$ cat src/rtl/step_dir_generator_pkg.sv
// Shared definitions for the step/dir generator: FSM state encoding and default widths.
package step_dir_generator_pkg;

  localparam int CNT_W_DEF     = 32;
  localparam int TMR_W_DEF     = 16;
  localparam int POS_W_DEF     = 32;
  localparam int DIR_SETUP_DEF = 4;

  typedef enum logic [2:0] {
    ST_IDLE  = 3'd0,
    ST_SETUP = 3'd1,
    ST_HIGH  = 3'd2,
    ST_LOW   = 3'd3,
    ST_DONE  = 3'd4
  } state_e;

endpackage

$ cat src/rtl/step_dir_generator_timer.sv
// Loadable down-counter shared by the SETUP, HIGH and LOW phases.
// Loading L gives a phase of L+1 cycles; expire is high on the last one.
module step_dir_generator_timer #(
  parameter int TMR_W = 16
) (
  input  logic             clk,
  input  logic             rst_n,
  input  logic             load,
  input  logic [TMR_W-1:0] load_val,
  output logic             expire
);

  logic [TMR_W-1:0] cnt_r;

  // Countdown register: reload on phase entry, otherwise count toward zero and hold.
  always_ff @(posedge clk or negedge rst_n) begin
    if (!rst_n) begin
      cnt_r <= {TMR_W{1'b0}};
    end else if (load) begin
      cnt_r <= load_val;
    end else if (cnt_r != {TMR_W{1'b0}}) begin
      cnt_r <= cnt_r - TMR_W'(1);
    end else begin
      cnt_r <= cnt_r;
    end
  end

  assign expire = (cnt_r == {TMR_W{1'b0}});

endmodule

$ cat src/rtl/step_dir_generator.sv
// Step/dir pulse generator: accepts one move at a time and emits the commanded
// step train with dir setup, tracking remaining steps and signed position.
module step_dir_generator
  import step_dir_generator_pkg::*;
#(
  parameter int CNT_W         = CNT_W_DEF,
  parameter int TMR_W         = TMR_W_DEF,
  parameter int POS_W         = POS_W_DEF,
  parameter int DIR_SETUP_CYC = DIR_SETUP_DEF
) (
  input  logic             CLK,
  input  logic             resetn,
  input  logic             cmd_valid,
  output logic             cmd_ready,
  input  logic [CNT_W-1:0] cmd_count,
  input  logic             cmd_dir,
  input  logic [TMR_W-1:0] cmd_period,
  input  logic [TMR_W-1:0] cmd_pulse_w,
  input  logic             abort,
  output logic             step,
  output logic             dir,
  output logic             busy,
  output logic             move_done,
  output logic             aborted,
  output logic [CNT_W-1:0] steps_remaining,
  output logic [POS_W-1:0] position
);

  localparam logic [TMR_W-1:0] SETUP_M1 = TMR_W'(DIR_SETUP_CYC - 1);

  function automatic logic [TMR_W-1:0] pw_eff_f(input logic [TMR_W-1:0] pw);
    pw_eff_f = (pw == {TMR_W{1'b0}}) ? TMR_W'(1) : pw;
  endfunction

  // Low-phase length minus one; kept in TMR_W bits so pw_eff+1 never needs a wider field.
  function automatic logic [TMR_W-1:0] low_m1_f(input logic [TMR_W-1:0] per,
                                                 input logic [TMR_W-1:0] pw_eff);
    low_m1_f = (per > pw_eff) ? (per - pw_eff - TMR_W'(1)) : {TMR_W{1'b0}};
  endfunction

  state_e           state_r, next_state_s;
  logic [TMR_W-1:0] pw_m1_r, low_m1_r, tmr_load_val_s;
  logic             tmr_load_s, tmr_expire_s;
  logic             abort_r, abort_eff_s, accept_s, enter_high_s;
  logic             step_r, dir_r, busy_r, move_done_r, aborted_r, cmd_ready_r;
  logic [CNT_W-1:0] steps_rem_r;
  logic [POS_W-1:0] position_r;

  assign accept_s     = cmd_valid & (state_r == ST_IDLE);
  assign abort_eff_s  = (state_r != ST_IDLE) & (abort | abort_r);
  assign enter_high_s = (next_state_s == ST_HIGH) & (state_r != ST_HIGH);

  step_dir_generator_timer #(.TMR_W(TMR_W)) u_timer (
    .clk      (CLK),
    .rst_n    (resetn),
    .load     (tmr_load_s),
    .load_val (tmr_load_val_s),
    .expire   (tmr_expire_s)
  );

  // State register.
  always_ff @(posedge CLK or negedge resetn) begin
    if (!resetn) state_r <= ST_IDLE;
    else         state_r <= next_state_s;
  end

  // Next-state logic.
  always_comb begin
    next_state_s = state_r;
    case (state_r)
      ST_IDLE: begin
        if (accept_s) next_state_s = (cmd_count == {CNT_W{1'b0}}) ? ST_DONE : ST_SETUP;
        else          next_state_s = ST_IDLE;
      end
      ST_SETUP: begin
        if (abort_eff_s)       next_state_s = ST_DONE;
        else if (tmr_expire_s) next_state_s = ST_HIGH;
        else                   next_state_s = ST_SETUP;
      end
      ST_HIGH: begin
        if (tmr_expire_s) next_state_s = abort_eff_s ? ST_DONE : ST_LOW;
        else              next_state_s = ST_HIGH;
      end
      ST_LOW: begin
        if (abort_eff_s)       next_state_s = ST_DONE;
        else if (tmr_expire_s) next_state_s = (steps_rem_r == {CNT_W{1'b0}}) ? ST_DONE : ST_HIGH;
        else                   next_state_s = ST_LOW;
      end
      ST_DONE: next_state_s = ST_IDLE;
      default: next_state_s = ST_IDLE;
    endcase
  end

  // Timer reload on every phase entry with that phase's length.
  always_comb begin
    tmr_load_s     = 1'b0;
    tmr_load_val_s = {TMR_W{1'b0}};
    if (next_state_s != state_r) begin
      tmr_load_s = 1'b1;
      case (next_state_s)
        ST_SETUP: tmr_load_val_s = SETUP_M1;
        ST_HIGH:  tmr_load_val_s = pw_m1_r;
        ST_LOW:   tmr_load_val_s = low_m1_r;
        default:  tmr_load_val_s = {TMR_W{1'b0}};
      endcase
    end else begin
      tmr_load_s = 1'b0;
    end
  end

  // Command capture and abort latch (abort only counts once a move is running).
  always_ff @(posedge CLK or negedge resetn) begin
    if (!resetn) begin
      pw_m1_r  <= {TMR_W{1'b0}};
      low_m1_r <= {TMR_W{1'b0}};
      abort_r  <= 1'b0;
    end else begin
      if (accept_s) begin
        pw_m1_r  <= pw_eff_f(cmd_pulse_w) - TMR_W'(1);
        low_m1_r <= low_m1_f(cmd_period, pw_eff_f(cmd_pulse_w));
      end
      if (state_r == ST_IDLE || state_r == ST_DONE) abort_r <= 1'b0;
      else if (abort)                               abort_r <= 1'b1;
    end
  end

  // Registered outputs, steps_remaining and position.
  always_ff @(posedge CLK or negedge resetn) begin
    if (!resetn) begin
      step_r      <= 1'b0;
      dir_r       <= 1'b0;
      busy_r      <= 1'b0;
      move_done_r <= 1'b0;
      aborted_r   <= 1'b0;
      cmd_ready_r <= 1'b1;
      steps_rem_r <= {CNT_W{1'b0}};
      position_r  <= {POS_W{1'b0}};
    end else begin
      step_r      <= (next_state_s == ST_HIGH);
      busy_r      <= (next_state_s != ST_IDLE);
      move_done_r <= (next_state_s == ST_DONE);
      aborted_r   <= (next_state_s == ST_DONE) & abort_eff_s;
      cmd_ready_r <= (next_state_s == ST_IDLE);
      if (accept_s) begin
        dir_r       <= cmd_dir;
        steps_rem_r <= cmd_count;
      end else if (enter_high_s && steps_rem_r != {CNT_W{1'b0}}) begin
        steps_rem_r <= steps_rem_r - CNT_W'(1);
        position_r  <= position_r + (dir_r ? POS_W'(1) : {POS_W{1'b1}});
      end
    end
  end

  assign step            = step_r;
  assign dir             = dir_r;
  assign busy            = busy_r;
  assign move_done       = move_done_r;
  assign aborted         = aborted_r;
  assign cmd_ready       = cmd_ready_r;
  assign steps_remaining = steps_rem_r;
  assign position        = position_r;

endmodule

$ cat config.mk
export PLATFORM = sky130hd
export DESIGN_NAME = step_dir_generator
export DESIGN_NICKNAME = d
export VERILOG_FILES = /design/src/rtl/step_dir_generator_pkg.sv /design/src/rtl/step_dir_generator_timer.sv /design/src/rtl/step_dir_generator.sv
export SDC_FILE = /design/constraint.sdc
export NUM_CORES = 1
export LEC_CHECK = 0
export BUFFER_PORTS_ARGS = -buffer_cell sky130_fd_sc_hd__buf_4
export CORE_UTILIZATION = 58
export DETAILED_ROUTE_END_ITERATION = 10
export PLACE_DENSITY_LB_ADDON = 0.1
export SLEW_MARGIN = 0
export SYNTH_ARGS = -nofsm -noshare
export SYNTH_HDL_FRONTEND = slang
export SYNTH_SLANG_ARGS = --single-unit
export TNS_END_PERCENT = 30
$ cat constraint.sdc
create_clock -name CLK -period 3.9 [get_ports CLK]
set_input_delay 0.195 -clock CLK [delete_from_list [all_inputs] [get_ports CLK]]
set_output_delay 0.195 -clock CLK [all_outputs]
set_load 0.01 [all_outputs]
# After elaboration in Yosys (flattened, before gate mapping)
# Index checks and enable logic that the tools add are counted.
# Widths: inputs -> output; s select.
# op_classes
multipliers	0
bitwise_logic	6
n_shift	0
reduce_logical	16
n_addsub	6
n_mux	22
n_lt_le_gt_ge	1
n_div	0
n_eq_ne	10
# op_table
cell	count
$mux 32	3
$mux 16	5
$logic_not 32->1	2
$pmux 16 s3	1
$sub 16x1->16 const B	3
$add 32x32->32	1
$logic_not 16->1	2
$reduce_bool 32->1	1
$sub 32x1->32 const B	1
$mux 3	8
$gt 16x16->1	1
$reduce_bool 16->1	1
$sub 16x16->16	1
$eq 3x2->1 const B	4
$pmux 3 s4	1
$eq 3x1->1 const B	2
$eq 3x3->1 const B	2
$logic_not 3->1	2
$reduce_bool 2->1	3
$reduce_bool 3->1	2
$and 1x1->1	4
$mux 1	3
$ne 3x2->1 const B	1
$ne 3x3->1	1
6 further kinds	6
# word_totals
latchBits	0
mem_bits_rw	0
output_inout_bits	70
mem_count	0
register_bits	122
romBits	0
wordCells	74
input_bits	69

# Depth between registers and ports, before layout
# depth
ltp_word	10
depth_mapped	19
mapped_depth_nobuf	19

# Cells and area by module
# From an unflattened synthesis, not the netlist that was laid out.
# hier_totals
hier_cells	984
area_unflattened_um2	8488.1
# modules_own_cells
module	area_per_inst_um2	seq_area_each_um2	cells_per_inst	n_inst
step_dir_generator	7488.4	2653.8	877	1
step_dir_generator_timer	999.7	400.4	107	1

# Worst setup path after synthesis
# Ideal clock, no wire load.
# synth_path
kind	input-to-reg
from	input cmd_pulse_w[2]
to	register low_m1_r[13]
setup_time_ns	0.121
arrival_time_ns	4.845
required_time_ns	3.779
setup_slack_ns	-1.066
n_path_buf	0
cell_stages	17
path_cell_list	or3_1 -> or4_1 -> or4_1 -> or4_1 -> or3_1 -> o21bai_1 -> inv_1 -> ha_1 -> a21o_1 -> a21oi_1 -> o21ai_0 -> a2111oi_0 -> nor3_1 -> or3b_2 -> a21oi_1 -> xnor2_1 -> a22o_1
# synth_between
elab_chain_cells	5
word_cells_on_any_way	6
cone_classes	2 x add/sub; 1 x order compare; 2 x mux; 1 x reduce/logical
# synth_lines
element	line	source
from (decl)	step_dir_generator.sv:18	input logic [TMR_W-1:0] cmd_pulse_w,
$logic_not 16->1	step_dir_generator.sv:32	pw_eff_f = (pw == {TMR_W{1'b0}}) ? TMR_W'(1) : pw;
$mux 16 *	step_dir_generator.sv:32	
$sub 16x16->16	step_dir_generator.sv:38	low_m1_f = (per > pw_eff) ? (per - pw_eff - TMR_W'(1)) : {TMR_W{1'b0}};
$sub 16x1->16	step_dir_generator.sv:38	
$mux 16 *	step_dir_generator.sv:38	
to (signal assigned)	step_dir_generator.sv:115	low_m1_r <= {TMR_W{1'b0}};
to (signal assigned)	step_dir_generator.sv:120	low_m1_r <= low_m1_f(cmd_period, pw_eff_f(cmd_pulse_w));
to (decl)	step_dir_generator.sv:42	logic [TMR_W-1:0] pw_m1_r, low_m1_r, tmr_load_val_s;
# Mark *: on every way between the ends. The rest lies on a longest branch, timed or not.
# A chain may end at the register's enable or synchronous reset.

# Worst setup path after layout
# Ends and elaborated chain as after synthesis.

==> qor.csv <==
metric,value,unit
status,"complete, but fails checks",
failing checks,negative setup slack,
minimum clock period,4.15,ns
"Remaining Overflow, GRT",0,
post-synthesis sequential area ratio,0.366,
synthesis-to-finish area growth,29.2,%
Setup crit start,cmd_pulse_w[2],
vias in the first global route,7434,
Post-Synthesis Cells,939,
Netlist cell types,68,
CTS tree,yes,
Clock power frac,0.177,
Reg2Reg Depth,9,
Post-DP HPWL,16000,µm
largest cells by area after synthesis,"dfrtp_1 (36%), ha_1 (7.7%), xnor2_1 (5.1%)",
Critical Path RT,4.21,ns
Worst setup SP type,input port,
CTS Sinks,122,
Worst Tran Pin Value,0.967,ns
max-slew violation count,0,
Initial DRT Pass Iterations,5,
clock-pin transition on the worst setup and hold timing paths,0.05,ns
sw frac,0.433,
Yosys top cell area share,0.363,
CTS H-tree depth,4,
Ys Warns,0,
hold_sp,cmd_count[1],
Clock Latency Late Sink,0.42,ns
fillcell total,1018,
syn_area_per_cell,8.88,µm²
Buf/Inv on CP,2,
Async SR Flop Fraction,1.00,
Worst setup EP type,flop,
pre-CTS WS,-0.764,ns
fin crit share,1.06,
Internal Power,5.49,mW
Max stage delay on crit path,0.49,ns
largest net degree at the start of global routing,76,
#FFs+latches synth,122,
final setup fails,16,
crit path to,low_m1_r[13],
VDD IR max,489,µV
final worst setup slack,-0.246,ns
initial antenna violation count,0,
reg-to-reg critical path endpoint,steps_remaining[18],
max_cap viols,0,
CP arrival,4.46,ns
Post-synth EDFFs,0,
Max Clk Rate,0.241,GHz
DRC errors left,0,
antenna-violating nets left,0,
Rows,43,
final WL,21900,µm
CP Class,input port to flop,
cell taking the most area after synthesis,dfrtp_1,
r2r startpoint,u_timer.cnt_r[11],
Total Power,9.69,mW
Clock Tree Root,clkbuf_16,
global-route wire length before repair,36300,µm
worst reg2reg setup slack,0.31,ns
I/O pins,139,
# diodes,0,
Slew HR,0.355,
syn nets,1061,
crit-path cells,"buf_6, or3_4, or4_4, or4_4, or4_4, or3_4, o21bai_4, inv_2, ha_4, a21o_1, a21oi_2, o21ai_2, a2111oi_4, nor3_2, or3b_4, a21oi_2, xnor2_1, a22o_1",
CP max FO,5,
Avg WL per Cell,16.5,µm
switching power,4.20,mW
# port buffers,138,
"Max stage delay cell, worst path",or4_4,
deepest clock path buffer count,2,
Final nets,1251,
RSZ-0062 raised after global routing,true,
routed vias,8015,
CTS Buf Count,17,
die area,14900,µm²
Die W,122,µm
CP Depth,18,
CP top delay family,simple AND/OR/NAND/NOR gates,
Iter 0 DRT Violations,595,
sequential share of power,0.248,
Final Skew,0.00714,ns
synthesized area,8340,µm²
Min-Delay Path Class,input port to flop,
combinational share of power,0.575,
cell mode on critical path,or4_4,
GRT Util Overall,0.311,
GPL Wtd Cong,0.907,
hold slack,0.0112,ns
Pwr per Cell Area,899,nW/µm²
die extent in y,122,µm
"Primary FF master, synth",dfrtp_1,
DP Area,9880,µm²
Final Hold Fails,0,
vias per cell,6.06,
share of cells above drive strength 1,0.223,
P_leak,4.94,nW
Finished Cell Area,10800,µm²
core area,13900,µm²
Starting Density,0.598,
[logic make-up (layout without fill, tap and decap cells)]
kind of cell / Yosys count / after routing / share of synthesized area
adder cells (fa/ha/maj): 53 / 53 / 0.0814
buffers and inverters: 76 / 279 / 0.0362
XOR/XNOR: 76 / 76 / 0.0799
flip-flops: 122 / 122 / 0.366
AND/OR/NAND/NOR: 322 / 322 / 0.199
multiplexers: 3 / 3 / 0.00360
AO/OA/AOI/OAI: 287 / 287 / 0.234
[layer usage]
metal | track usage | share of wire | vias to the layer above
met5 | 0 | 0 | -
met4 | 0.0864 | 0.016 | 0
met3 | 0.0595 | 0.060 | 34
met2 | 0.500 | 0.47 | 295
met1 | 0.426 | 0.45 | 3810
li1 | - | - | 3876
[placed cells by master (no fill, tap or decap), drive strengths merged, types with 8 or more instances in the layout]
cell type	Yosys	final
a211oi	8	8
a21o	27	27
a21oi	49	49
a22o	16	16
a22oi	17	17
buf	14	189
clkbuf	23	22
dfrtp	121	121
dlygate4sd3	0	19
ha	51	51
inv	39	40
nand2	110	110
nand3	20	20
nand4	14	14
nor2	47	47
nor2b	9	9
nor3	29	29
nor4	28	28
o21a	8	8
o21ai	79	79
o21bai	8	8
o31ai	8	8
o32ai	15	15
or3	13	13
or4	12	12
xnor2	49	49
xor2	27	27
[through the flow]
stage	std cells	utilization	TNS, ns
floorplan	939	-	-3.20
global placement	1266	0.709	-6.89
detailed placement	1266	0.709	-7.73
CTS	1317	0.770	-0.545
global route	1322	0.773	-4.77
finish	1322	0.773	-1.40
[Yosys cell counts, types with 23 or more instances]
| master | n |
|---|---|
| xnor2_1 | 49 |
| o21ai_0 | 77 |
| nand2_1 | 110 |
| dfrtp_1 | 121 |
| nor3_1 | 28 |
| inv_1 | 39 |
| a21o_1 | 27 |
| clkbuf_1 | 23 |
| ha_1 | 51 |
| nor2_1 | 47 |
| a21oi_1 | 49 |
| nor4_1 | 26 |
| xor2_1 | 27 |
[worst min-delay path by stage]
stage	depth (start not counted)	end
global placement	1	position[8]
floorplan	0	abort_r
CTS	3	steps_remaining[1]
global route	3	steps_remaining[1]
finish	3	steps_remaining[1]
detailed placement	1	position[10]
[power groups by stage]
| stage | Combinational (mW) | Clock [mW] | Sequential (mW) |
|---|---|---|---|
| 2_1_floorplan | 3.73 | 0 | 2.44 |
| 3_3_place_gp | 5.36 | 0 | 2.39 |
| 3_5_place_dp | 5.49 | 0 | 2.40 |
| 4_1_cts | 5.56 | 1.73 | 2.39 |
| 5_1_grt | 6.20 | 1.79 | 2.48 |
| 6_report | 5.57 | 1.71 | 2.40 |
[registers in the layout, indices dropped and copies added, names as in the netlist]
name / cells
position: 32
steps_remaining: 32
low_m1_r: 16
pw_m1_r: 16
u_timer.cnt_r: 16
state_r: 3
abort_r: 1
aborted: 1
busy: 1
cmd_ready: 1
dir: 1
move_done: 1
step: 1
[worst reg2reg max path, stage by stage, from the launching register on]
cell      delay, ns
dfrtp_1        0.41
or4_1          0.62
nor3_1         0.40
a21oi_1        0.13
a2111o_1       0.46
a221oi_4       0.41
nand3_4        0.20
or3_4          0.40
or3_1          0.32
a31oi_1        0.17
[area by class of cell]
type,instances,area [µm²],share of cell area
multi-input cells,741,5070,0.471
well taps,180,225,0.0209
clock buffers,22,484,0.0450
inverters,39,146,0.0136
flip-flops and latches,122,3050,0.284
repair buffers,208,1630,0.151
clock inverters,10,163,0.0151
[timing repair]
item,in CTS,in global routing
hold buffers,19,0
endpoints found under the hold margin,91,0
resized for setup,6,0
pin swaps,8,5
endpoints found under the setup margin,5,16
setup buffers,0,5
(Power assumes the default switching activity.)
